### src/rtl/baud_cfg_ctrl.sv
// Baud generator configuration sequencer: shadows divisor/mode writes and, on commit,
// quiesces the UART, aligns to a bclk boundary and restarts the generator cleanly.
module baud_cfg_ctrl #(
  parameter logic [15:0] DEFAULT_DIV = 16'd31250,
  parameter int unsigned RST_CYCLES  = 2,
  parameter int unsigned TIMEOUT_CYC = 65535
) (
  input  logic        clk,
  input  logic        rstn,
  input  logic        wr_en,
  input  logic        rd_en,
  input  logic [1:0]  addr,
  input  logic [7:0]  wr_data,
  output logic [7:0]  rd_data,
  input  logic        uart_busy,
  input  logic        bclk,
  output logic [15:0] dlh_dll,
  output logic        mode_osl,
  output logic        baud_rstn,
  output logic        tx_hold,
  output logic        cfg_done
);

  localparam int unsigned TMO_W = 16;
  localparam int unsigned RST_W = (RST_CYCLES > 1) ? $clog2(RST_CYCLES) : 1;

  localparam logic [1:0] ADDR_DLL    = 2'd0;
  localparam logic [1:0] ADDR_DLH    = 2'd1;
  localparam logic [1:0] ADDR_CTRL   = 2'd2;
  localparam logic [1:0] ADDR_STATUS = 2'd3;

  typedef enum logic [2:0] {
    S_IDLE      = 3'd0,
    S_WAIT_LINE = 3'd1,
    S_DRAIN     = 3'd2,
    S_APPLY     = 3'd3,
    S_DONE      = 3'd4
  } state_t;

  state_t           state;
  state_t           state_nxt;

  logic [15:0]      shadow_div;
  logic             shadow_mode;
  logic             err_timeout;
  logic             wr_drop;
  logic             err_zero;
  logic [TMO_W-1:0] tmo_cnt;
  logic [RST_W-1:0] rst_cnt;

  logic             wr_cfg;
  logic             commit_req;
  logic             commit_go;
  logic             zero_hit;
  logic             drop_hit;
  logic             tmo_hit;
  logic             timeout_hit;
  logic             rst_last;
  logic             load_cfg;
  logic             tx_hold_nxt;
  logic             baud_rstn_nxt;
  logic             cfg_done_nxt;
  logic [7:0]       status_val;
  logic [7:0]       rd_mux;

  // Decode of register-interface events
  assign wr_cfg      = wr_en && (addr != ADDR_STATUS);
  assign commit_req  = wr_en && (addr == ADDR_CTRL) && wr_data[7] && (state == S_IDLE);
  assign zero_hit    = commit_req && (shadow_div == 16'd0);
  assign commit_go   = commit_req && (shadow_div != 16'd0);
  assign drop_hit    = wr_cfg && (state != S_IDLE);
  assign tmo_hit     = (tmo_cnt == TMO_W'(TIMEOUT_CYC - 1));
  assign timeout_hit = (state == S_WAIT_LINE) && uart_busy && tmo_hit;
  assign rst_last    = (rst_cnt == RST_W'(RST_CYCLES - 1));

  // State register
  always_ff @(posedge clk) begin
    if (!rstn) begin
      state <= S_IDLE;
    end else begin
      state <= state_nxt;
    end
  end

  // Next-state logic; line idle wins over a timeout landing on the same cycle
  always_comb begin
    state_nxt = state;
    case (state)
      S_IDLE: begin
        if (commit_go) state_nxt = S_WAIT_LINE;
      end
      S_WAIT_LINE: begin
        if (!uart_busy)   state_nxt = S_DRAIN;
        else if (tmo_hit) state_nxt = S_IDLE;
      end
      S_DRAIN: begin
        if (bclk) state_nxt = S_APPLY;
      end
      S_APPLY: begin
        if (rst_last) state_nxt = S_DONE;
      end
      S_DONE: begin
        state_nxt = S_IDLE;
      end
      default: begin
        state_nxt = S_IDLE;
      end
    endcase
  end

  // Output decode from the upcoming state so registered outputs line up with it
  always_comb begin
    tx_hold_nxt   = 1'b0;
    baud_rstn_nxt = 1'b1;
    cfg_done_nxt  = 1'b0;
    load_cfg      = 1'b0;
    tx_hold_nxt   = (state_nxt != S_IDLE);
    baud_rstn_nxt = (state_nxt != S_APPLY);
    cfg_done_nxt  = (state_nxt == S_DONE);
    load_cfg      = (state == S_DRAIN) && (state_nxt == S_APPLY);
  end

  // Output registers
  always_ff @(posedge clk) begin
    if (!rstn) begin
      dlh_dll   <= DEFAULT_DIV;
      mode_osl  <= 1'b0;
      baud_rstn <= 1'b0;
      tx_hold   <= 1'b0;
      cfg_done  <= 1'b0;
    end else begin
      baud_rstn <= baud_rstn_nxt;
      tx_hold   <= tx_hold_nxt;
      cfg_done  <= cfg_done_nxt;
      if (load_cfg) begin
        dlh_dll  <= shadow_div;
        mode_osl <= shadow_mode;
      end
    end
  end

  // Line-idle timeout and reset-pulse counters, held at zero outside their states
  always_ff @(posedge clk) begin
    if (!rstn || (state != S_WAIT_LINE)) begin
      tmo_cnt <= '0;
    end else begin
      tmo_cnt <= tmo_cnt + TMO_W'(1);
    end
  end

  always_ff @(posedge clk) begin
    if (!rstn || (state != S_APPLY)) begin
      rst_cnt <= '0;
    end else begin
      rst_cnt <= rst_cnt + RST_W'(1);
    end
  end

  assign status_val = {4'b0000, err_zero, wr_drop, err_timeout, (state != S_IDLE)};

  // Read mux; commit bit is write-only
  always_comb begin
    rd_mux = 8'd0;
    case (addr)
      ADDR_DLL:    rd_mux = shadow_div[7:0];
      ADDR_DLH:    rd_mux = shadow_div[15:8];
      ADDR_CTRL:   rd_mux = {7'd0, shadow_mode};
      ADDR_STATUS: rd_mux = status_val;
      default:     rd_mux = 8'd0;
    endcase
  end

  // Shadow registers, sticky status (set beats clear) and read data
  always_ff @(posedge clk) begin
    if (!rstn) begin
      shadow_div  <= DEFAULT_DIV;
      shadow_mode <= 1'b0;
      err_timeout <= 1'b0;
      wr_drop     <= 1'b0;
      err_zero    <= 1'b0;
      rd_data     <= 8'd0;
    end else begin
      if (wr_en && (state == S_IDLE)) begin
        case (addr)
          ADDR_DLL:  shadow_div[7:0]  <= wr_data;
          ADDR_DLH:  shadow_div[15:8] <= wr_data;
          ADDR_CTRL: shadow_mode      <= wr_data[0];
          default:   ;
        endcase
      end
      if (wr_en && (addr == ADDR_STATUS)) begin
        if (wr_data[1]) err_timeout <= 1'b0;
        if (wr_data[2]) wr_drop     <= 1'b0;
        if (wr_data[3]) err_zero    <= 1'b0;
      end
      if (timeout_hit) err_timeout <= 1'b1;
      if (drop_hit)    wr_drop     <= 1'b1;
      if (zero_hit)    err_zero    <= 1'b1;
      if (rd_en) rd_data <= rd_mux;
    end
  end

endmodule

### config.mk
export PLATFORM = sky130hd
export DESIGN_NAME = baud_cfg_ctrl
export DESIGN_NICKNAME = d
export VERILOG_FILES = /design/src/rtl/baud_cfg_ctrl.sv
export SDC_FILE = /design/constraint.sdc
export NUM_CORES = 1
export LEC_CHECK = 0
export CAP_MARGIN = 20
export CELL_PAD_IN_SITES_DETAIL_PLACEMENT = 2
export CELL_PAD_IN_SITES_GLOBAL_PLACEMENT = 2
export CORE_MARGIN = 2
export CORE_UTILIZATION = 29
export DETAILED_ROUTE_END_ITERATION = 10
export HOLD_SLACK_MARGIN = 0.15
export PLACE_DENSITY = 0.81
export SLEW_MARGIN = 25
export SYNTH_ARGS = -nofsm -noshare
export SYNTH_HDL_FRONTEND = slang
export SYNTH_SLANG_ARGS = --single-unit
### constraint.sdc
create_clock -name clk -period 1.6 [get_ports clk]
set_clock_uncertainty 0.1 [all_clocks]
set_input_delay 0.32 -clock clk [delete_from_list [all_inputs] [get_ports clk]]
set_output_delay 0.32 -clock clk [all_outputs]
set_load 0.05 [all_outputs]
After elaboration in Yosys (flattened, before gate mapping)
Cells that the tools add are included.

word-level totals
  input port bits = 16
  flip-flop bits (word level) = 68
  output and inout port bits = 28
  logic and storage cells = 79

operators by class
  equality and inequality tests = 13
  add/sub/neg operators = 2
  reductions and logical operators = 33
  mux-type cells = 16

operator list
  kind                                                                   count
  8-bit case mux with 4 select lines                                     1
  16-bit by 1-bit adder with 16-bit output, second input constant        1
  16-bit equality test, second input constant                            1
  16-bit logical NOT                                                     1
  16-bit nonzero test                                                    1
  3-bit 2-to-1 mux                                                       5
  1-bit logical AND                                                      12
  3-bit case mux with 4 select lines                                     1
  2-bit AND reduction                                                    6
  2-bit nonzero test                                                     6
  3-bit by 2-bit equality test with 1-bit output, second input constant  3
  1-bit 2-to-1 mux                                                       9
  3-bit by 2-bit != test with 1-bit output, second input constant        2
  3-bit nonzero test                                                     2
  2-bit equality test, second input constant                             2
  3-bit by 1-bit equality test with 1-bit output, second input constant  1
  3-bit equality test, second input constant                             1
  3-bit logical NOT                                                      1
  3-bit by 1-bit != test with 1-bit output, second input constant        1
  2-bit by 1-bit equality test with 1-bit output, second input constant  1
  2-bit logical NOT                                                      1
  1-bit logical OR                                                       2
  2-bit != test, second input constant                                   1
  1-bit adder, second input constant                                     1
  1-bit logical NOT                                                      1

Longest topological paths before layout
Gate-level depths: netlist of the first run.

  depth in word-level cells = 9
  mapped depth = 7
  depth with buffers taken out = 6

Worst setup path after synthesis of the first run
OpenSTA, ideal clock, no wires.

  path kind = register to register
  start = register state[2]
  end = register shadow_div[1]
  arrival = 1467 ps
  path slack = -96 ps
  path buffers = 2
  library setup time = 129 ps
  required time = 1371 ps
  period minus slack after synthesis = 1696 ps
  stages on the path, launching flop included = 7
  cells stage by stage = dfxtp_1 buf_6 or3_4 nor4b_4 buf_6 mux2i_1 nand2_1

between the ends
  longest elaborated chain between the ends = 3

RTL lines
  what                                  RTL line  text
  from (decl)                           40        state_t state;
  from (signal assigned)                81        state <= state_nxt;
  3-bit logical NOT                     183       if (wr_en && (state == S_IDLE)) begin
  1-bit logical AND                     183
  2-bit AND reduction (no source line)  -
  to (signal assigned)                  185       ADDR_DLL: shadow_div[7:0] <= wr_data;
  to (decl)                             43        logic [15:0] shadow_div;

No other way between the ends.
A chain may end at the register's enable or synchronous reset.

Worst setup path in the final report of the first run
  start = register state[0]
  end = register shadow_div[7]

The elaborated chain is that of the path after synthesis.

==> metrics, run 1 <==
Die ar.=0.0106 mm2; diode count=0; Std-Cell Rows=36; area of the core=0.00964 mm2; via count of the first global-routing pass=a little under 3000; Worst-path clk slew=roughly 0.080 ns; crit end category=flop; sum of internal, switching and leakage power=3.74 mW; PwrDens=864 mW/mm2; failing checks=negative setup slack; fraction of the yosys area taken by sequential cells=0.481; portion of the clock cycle consumed by the worst path in the final layout=1.06; combinational power share=0.101; Critical Path, Cell by Cell=or3_4 -> nor4b_4 -> buf_12 -> mux2i_1 -> nor2b_1; cell count after synthesis=312; number of max-cap violations=0; Vert. Die Dim=103 um; switching share of total power=0.251; number of buffers inserted by hold repair at cts=0; number of buffer and inverter stages on the critical path=1; maximum clock frequency=0.591 GHz; floorplan die width=103 um; via-per-instance ratio=4.86; internal power component=2.80 mW; Final Non-Filler Cells=524; effective utilization at floorplan=0.294; H-tree depth reported by CTS=3; number of buffers on the longest clock path=2; iteration-0 DRC count of the detailed router=40; vias after detailed routing=~2500; share of cells above drive strength 1=0.276; total iterations of the first detailed-routing run=4; flop and latch count out of synthesis=68; CP required=around 1.7 ns; TritonCTS clock tree=done; Post-Syn Area=0.00283 mm2; time the final worst path needs with I/O delays and setup=roughly 1.7 ns; global-route wire length before repair=15300 um; Overflow after GRT=0; Psw=roughly 0.94 mW; overall routed net length=9230 um; arrival time of the worst setup path=approximately 1.8 ns; final worst setup slack=-0.0924 ns; maximum vdd drop=0.463 mV; io pins=44; crit-path leading delay family=simple AND/OR/NAND/NOR gates; Flop pwr share=0.473; number of routed nets with antenna violations=0; clock latency at the later pin of the worst-skew pair=0.35 ns; number of library cell types mapped by synthesis=37; area added between synthesis and finish=52.7%; total of warnings raised by yosys=0; type of the worst setup path=flop to flop; routability congestion estimate from global placement=0.794; mean area per synthesized cell=9.08 um2; actual transition at the worst max-transition pin=0.338 ns; normalized max-slew margin=0.772; RSZ-0062 raised after global routing=true; Critical-path top delay cell=sky130_fd_sc_hd__or3_4; CTS Root Buffer Type=sky130_fd_sc_hd__clkbuf_8; cell count after placement=504; antenna violations before repair=0; GR Util All Layers=0.192; crit path max fanout=8; power share of the clock group=0.426; cts bufs inserted=9; element type at the critical path start=flop; post-detailed-placement half-perimeter wirelength=6710 um; # nets final=roughly 400; clock sink count=68; Lkg Pwr=1.70 nW; Post-Route Setup TNS=-0.435 ns; worst hold-check path type=flop to flop; Port Buffers=43; outcome=finished with violations; pin count of the biggest net entering global routing=25; Final Hold Fails=0; delay of the slowest cell on the worst path=roughly 0.41 ns; average wire per cell in the routed design=17.6 um; number of max-slew violations in the final report=0; total DRC errors in the routed layout=0; final number of setup-violating endpoints=8; net count after synthesis=330
## cell families (layout without fill, tap and decap cells)
| family | Yosys count | in the layout | synth area share |
|---|---|---|---|
| adders and majority gates | 2 | 2 | 0.00883 |
| AOI/OAI and AO/OA | 37 | 37 | 0.0879 |
| and+or+nand+nor | 141 | 141 | 0.253 |
| xor gates and xnor gates | 11 | 11 | 0.0340 |
| DFF | 68 | 68 | 0.481 |
| buffers and inverters | 27 | 106 | 0.0437 |
| muxes | 26 | 26 | 0.0919 |
## power groups by stage
stage	sequential, mW	clock, mW	combinational, mW
floorplan	1.84	0	0.134
global placement	1.81	0	0.355
detailed placement	1.81	0	0.368
CTS	1.77	1.64	0.378
global route	1.77	1.71	0.405
finish	1.77	1.59	0.378
## sequential cells by signal (all words and copies together) (netlist names)
signal / flops
cfg_done: 1
tx_hold: 1
err_timeout: 1
rd_data: 8
shadow_div: 16
wr_drop: 1
shadow_mode: 1
err_zero: 1
dlh_dll: 16
baud_rstn: 1
tmo_cnt: 16
mode_osl: 1
state: 3
rst_cnt: 1
## worst register-to-register path, delay by kind of cell (launching register included)
family / cells / cell delay (ns)
simple gates: 3 / 0.76
flops: 1 / 0.32
mux: 1 / 0.23
buf+inv: 1 / 0.18
## Yosys cell counts
| cell | instances | area, um2 |
|---|---|---|
| sky130_fd_sc_hd__a21boi_0 | 10 | 75.1 |
| sky130_fd_sc_hd__a21oi_1 | 6 | 30.0 |
| sky130_fd_sc_hd__a31oi_1 | 1 | 6.26 |
| sky130_fd_sc_hd__a32oi_1 | 2 | 17.5 |
| sky130_fd_sc_hd__and2_0 | 1 | 6.26 |
| sky130_fd_sc_hd__and2_1 | 5 | 31.3 |
| sky130_fd_sc_hd__and2b_2 | 1 | 8.76 |
| sky130_fd_sc_hd__and3_1 | 1 | 6.26 |
| sky130_fd_sc_hd__and4_1 | 1 | 8.76 |
| sky130_fd_sc_hd__buf_2 | 6 | 30.0 |
| sky130_fd_sc_hd__buf_6 | 2 | 22.5 |
| sky130_fd_sc_hd__clkbuf_1 | 10 | 37.5 |
| sky130_fd_sc_hd__dfxtp_1 | 68 | 1360 |
| sky130_fd_sc_hd__ha_1 | 2 | 25.0 |
| sky130_fd_sc_hd__inv_1 | 9 | 33.8 |
| sky130_fd_sc_hd__mux2i_1 | 26 | 260 |
| sky130_fd_sc_hd__nand2_1 | 52 | 195 |
| sky130_fd_sc_hd__nand2b_1 | 1 | 6.26 |
| sky130_fd_sc_hd__nand3_1 | 19 | 95.1 |
| sky130_fd_sc_hd__nand4_1 | 4 | 25.0 |
| sky130_fd_sc_hd__nand4b_1 | 2 | 17.5 |
| sky130_fd_sc_hd__nor2_1 | 17 | 63.8 |
| sky130_fd_sc_hd__nor2b_1 | 13 | 81.3 |
| sky130_fd_sc_hd__nor3_1 | 6 | 30.0 |
| sky130_fd_sc_hd__nor3b_1 | 3 | 22.5 |
| sky130_fd_sc_hd__nor4_1 | 9 | 56.3 |
| sky130_fd_sc_hd__nor4b_4 | 1 | 23.8 |
| sky130_fd_sc_hd__o211a_1 | 3 | 30.0 |
| sky130_fd_sc_hd__o211ai_1 | 3 | 22.5 |
| sky130_fd_sc_hd__o21a_1 | 1 | 7.51 |
| sky130_fd_sc_hd__o21ai_0 | 7 | 35.0 |
| sky130_fd_sc_hd__o22ai_1 | 4 | 25.0 |
| sky130_fd_sc_hd__or3_1 | 3 | 18.8 |
| sky130_fd_sc_hd__or3_4 | 1 | 11.3 |
| sky130_fd_sc_hd__or3b_2 | 1 | 8.76 |
| sky130_fd_sc_hd__xnor2_1 | 10 | 87.6 |
| sky130_fd_sc_hd__xor2_1 | 1 | 8.76 |
## area by class of cell
type | count | area [um2]
clock inverters | 7 | 98.8
well taps | 133 | 166
inverters | 9 | 33.8
flip-flops and latches | 68 | 1370
multi-input cells | 217 | 1490
repair buffers | 81 | 1040
fillers | 1032 | 5310
clock buffers | 9 | 124
## path summary, 6_finish.rpt
| check | start | endpoint | slack (ns) | cells past startpoint |
|---|---|---|---|---|
| worst max-delay path | state[0] | shadow_div[7] | -0.09 | 5 |
| worst min-delay path | tmo_cnt[7] | tmo_cnt[7] | 0.40 | 2 |
| worst min register to register | tmo_cnt[7] | tmo_cnt[7] | 0.40 | 2 |
| worst max register to register | state[0] | shadow_div[7] | -0.09 | 5 |
## placed cells by master, fill, tap and decap left out, types with 5 or more instances in the layout
master	count
sky130_fd_sc_hd__dfxtp_1	62
sky130_fd_sc_hd__nand2_1	52
sky130_fd_sc_hd__buf_4	32
sky130_fd_sc_hd__buf_12	31
sky130_fd_sc_hd__mux2i_1	25
sky130_fd_sc_hd__nor2_1	17
sky130_fd_sc_hd__nand3_1	17
sky130_fd_sc_hd__clkdlybuf4s50_1	15
sky130_fd_sc_hd__nor2b_1	13
sky130_fd_sc_hd__a21boi_0	10
sky130_fd_sc_hd__xnor2_1	10
sky130_fd_sc_hd__inv_1	9
sky130_fd_sc_hd__clkbuf_8	9
sky130_fd_sc_hd__o21ai_0	7
sky130_fd_sc_hd__a21oi_1	6
sky130_fd_sc_hd__and2_1	5
sky130_fd_sc_hd__dfxtp_2	5
## repair_timing
item | in CTS | in global routing
resized for setup | 18 | 17
gates cloned | 0 | 1
setup buffers | 2 | 1
endpoints found under the setup margin | 25 | 27
hold endpoints to repair | 0 | 0
pin swaps | 3 | 4
## per-stage QoR
stage | utilization | hold slack (ns) | setup slack, ns | area (um2)
floorplan | - | 0.341 | -0.0534 | 2840
detailed placement | 0.406 | 0.367 | -0.403 | 3910
finish | 0.449 | 0.402 | -0.0924 | 4330
CTS | 0.439 | 0.408 | -0.102 | 4230
global placement | 0.406 | 0.346 | -0.282 | 3910
global route | 0.449 | 0.430 | -0.134 | 4330
## layer usage
metal | global-route usage | part of all wire
met1 | 0.204 | 0.39
met4 | 0.0769 | 0.028
met2 | 0.363 | 0.55
met3 | 0.0447 | 0.031
met5 | 0 | 0
Note: power is estimated with default switching activity, not from simulation.
==> inputs of run 2 (changes only) <==
Settings changed: CTS_CLUSTER_SIZE from default to 20.
==> results of run 2 <==
The final DEF is identical to that of run 1; final timing and power are the same.
==> inputs of run 3 (changes only) <==
Settings changed: PLACE_DENSITY 0.81 to default, PLACE_DENSITY_LB_ADDON from default to 0.1.
==> run 3 against run 2 <==
Net effect: the run still ends with negative setup slack left; global-route usage down 3.2 points; sequential power about the same; register-to-register slack about the same; largest power group unchanged; critical path type unchanged; sequential share of layout area up 0.88 points.
==> metrics, run 3 (synthesized netlist as in run 1, its figures left out) <==
pin count of the biggest net entering global routing=23; Fill cells=roughly 1000; worst slack after detailed placement=-0.341 ns; number of max-cap violations=0; maximum vdd drop=0.318 mV; Post-Route Setup TNS=-0.258 ns; TritonCTS clock tree=done; number of max-slew violations in the final report=0; failing checks=negative setup slack; CTS Root Buffer Type=sky130_fd_sc_hd__clkbuf_8; CP required=between 1.5 and 2 ns; PwrDens=796 mW/mm2; overall routed net length=8090 um; arrival time of the worst setup path=~1.8 ns; global-route wire length before repair=13000 um; Worst-path clk slew=0.08 ns; largest registers=dlh_dll x16, shadow_div x16, tmo_cnt x16; routability congestion estimate from global placement=0.728; clock latency at the later pin of the worst-skew pair=0.34 ns; Die ar.=0.0106 mm2; final worst setup slack=-0.0971 ns; Lkg Pwr=1.62 nW; crit end category=flop; post-detailed-placement half-perimeter wirelength=6050 um; average wire per cell in the routed design=15.5 um; actual transition at the worst max-transition pin=0.434 ns; share of cells above drive strength 1=0.251; floorplan die width=around 100 um; Port Buffers=43; type of the worst setup path=flop to flop; diode count=0; via-per-instance ratio=4.74; Overflow after GRT=0; most frequent cells in the layout=sky130_fd_sc_hd__dfxtp_1 (64), sky130_fd_sc_hd__nand2_1 (52), sky130_fd_sc_hd__buf_12 (32), sky130_fd_sc_hd__buf_4 (31), sky130_fd_sc_hd__mux2i_1 (26); area added between synthesis and finish=48.3%; RSZ-0062 raised after global routing=true; Final Hold Fails=0; cts bufs inserted=9; Vert. Die Dim=103 um; clock sink count=68; crit path max fanout=8; commonest non-fill, non-tap cell in the layout=sky130_fd_sc_hd__dfxtp_1; total iterations of the first detailed-routing run=4; area of combinational cells with multiple inputs=0.00142 mm2; time the final worst path needs with I/O delays and setup=about 1.7 ns; area of the core=a little under 0.01 mm2; effective utilization at floorplan=0.294; GR Util All Layers=0.160; io pins=44; # nets final=404; normalized max-slew margin=0.708; final number of setup-violating endpoints=9; portion of the clock cycle consumed by the worst path in the final layout=1.06; element type at the critical path start=flop; total DRC errors in the routed layout=0; via count of the first global-routing pass=approximately 2600; outcome=finished with violations; sequential standard cell area=0.00137 mm2; number of buffers on the longest clock path=2; antenna violations before repair=0; number of routed nets with antenna violations=0; vias after detailed routing=2478; Std-Cell Rows=36; worst hold-check path type=flop to flop; sum of internal, switching and leakage power=3.34 mW; maximum clock frequency=0.589 GHz; H-tree depth reported by CTS=3; iteration-0 DRC count of the detailed router=29
-- run 3: timing repair --
item,CTS,global route
endpoints found under the setup margin,20,32
pin swaps,1,8
buffers inserted,0,2
gates resized for setup,6,16
hold buffers,0,0
-- run 3: worst paths after layout --
kind / startpoint / end / slack (ns) / depth (start not counted)
min: tmo_cnt[0] / tmo_cnt[0] / 0.33 / 1
max reg2reg: state[0] / shadow_div[7] / -0.1 / 5
max: state[0] / shadow_div[7] / -0.1 / 5
min reg2reg: tmo_cnt[0] / tmo_cnt[0] / 0.33 / 1
-- run 3: layer usage --
layer | wire [um] | track usage | share of wire
met1 | 3710 | 0.201 | 0.46
met2 | 4100 | 0.279 | 0.51
met3 | 162 | 0.0237 | 0.020
met4 | 111 | 0.0607 | 0.014
met5 | 0 | 0 | 0
-- run 3: cell type report --
cell class                 count  share of cell area
sequential                    68               0.326
tap                          133              0.0396
clock inverter                 5             0.00715
multi-input combinational    217               0.337
timing repair buffer          81               0.252
inverter                       9             0.00804
clock buffer                  10              0.0304
-- run 3: stage by stage --
step | hold WS, ns | utilization | area (um2) | cells
4_1_cts | 0.337 | 0.427 | 4120 | 521
3_3_place_gp | 0.345 | 0.409 | 3940 | 506
2_1_floorplan | 0.341 | - | 2840 | 312
5_1_grt | 0.356 | 0.436 | 4200 | 523
3_5_place_dp | 0.357 | 0.409 | 3940 | 506
6_report | 0.333 | 0.436 | 4200 | 523
-- run 3: critical path, stage by stage (launching register included) --
cell and delay, ns:
sky130_fd_sc_hd__dfxtp_1 0.31, sky130_fd_sc_hd__or3_4 0.41, sky130_fd_sc_hd__nor4b_4 0.28, sky130_fd_sc_hd__buf_12 0.18, sky130_fd_sc_hd__mux2i_1 0.22, sky130_fd_sc_hd__nor2b_1 0.08
-- run 3: report_power, final --
| group | switching, mW | leakage, nW | internal [mW] |
|---|---|---|---|
| Clock | 0.649 | 0.0779 | 0.546 |
| Combinational | 0.187 | 0.990 | 0.198 |
| Sequential | 0.0373 | 0.554 | 1.72 |
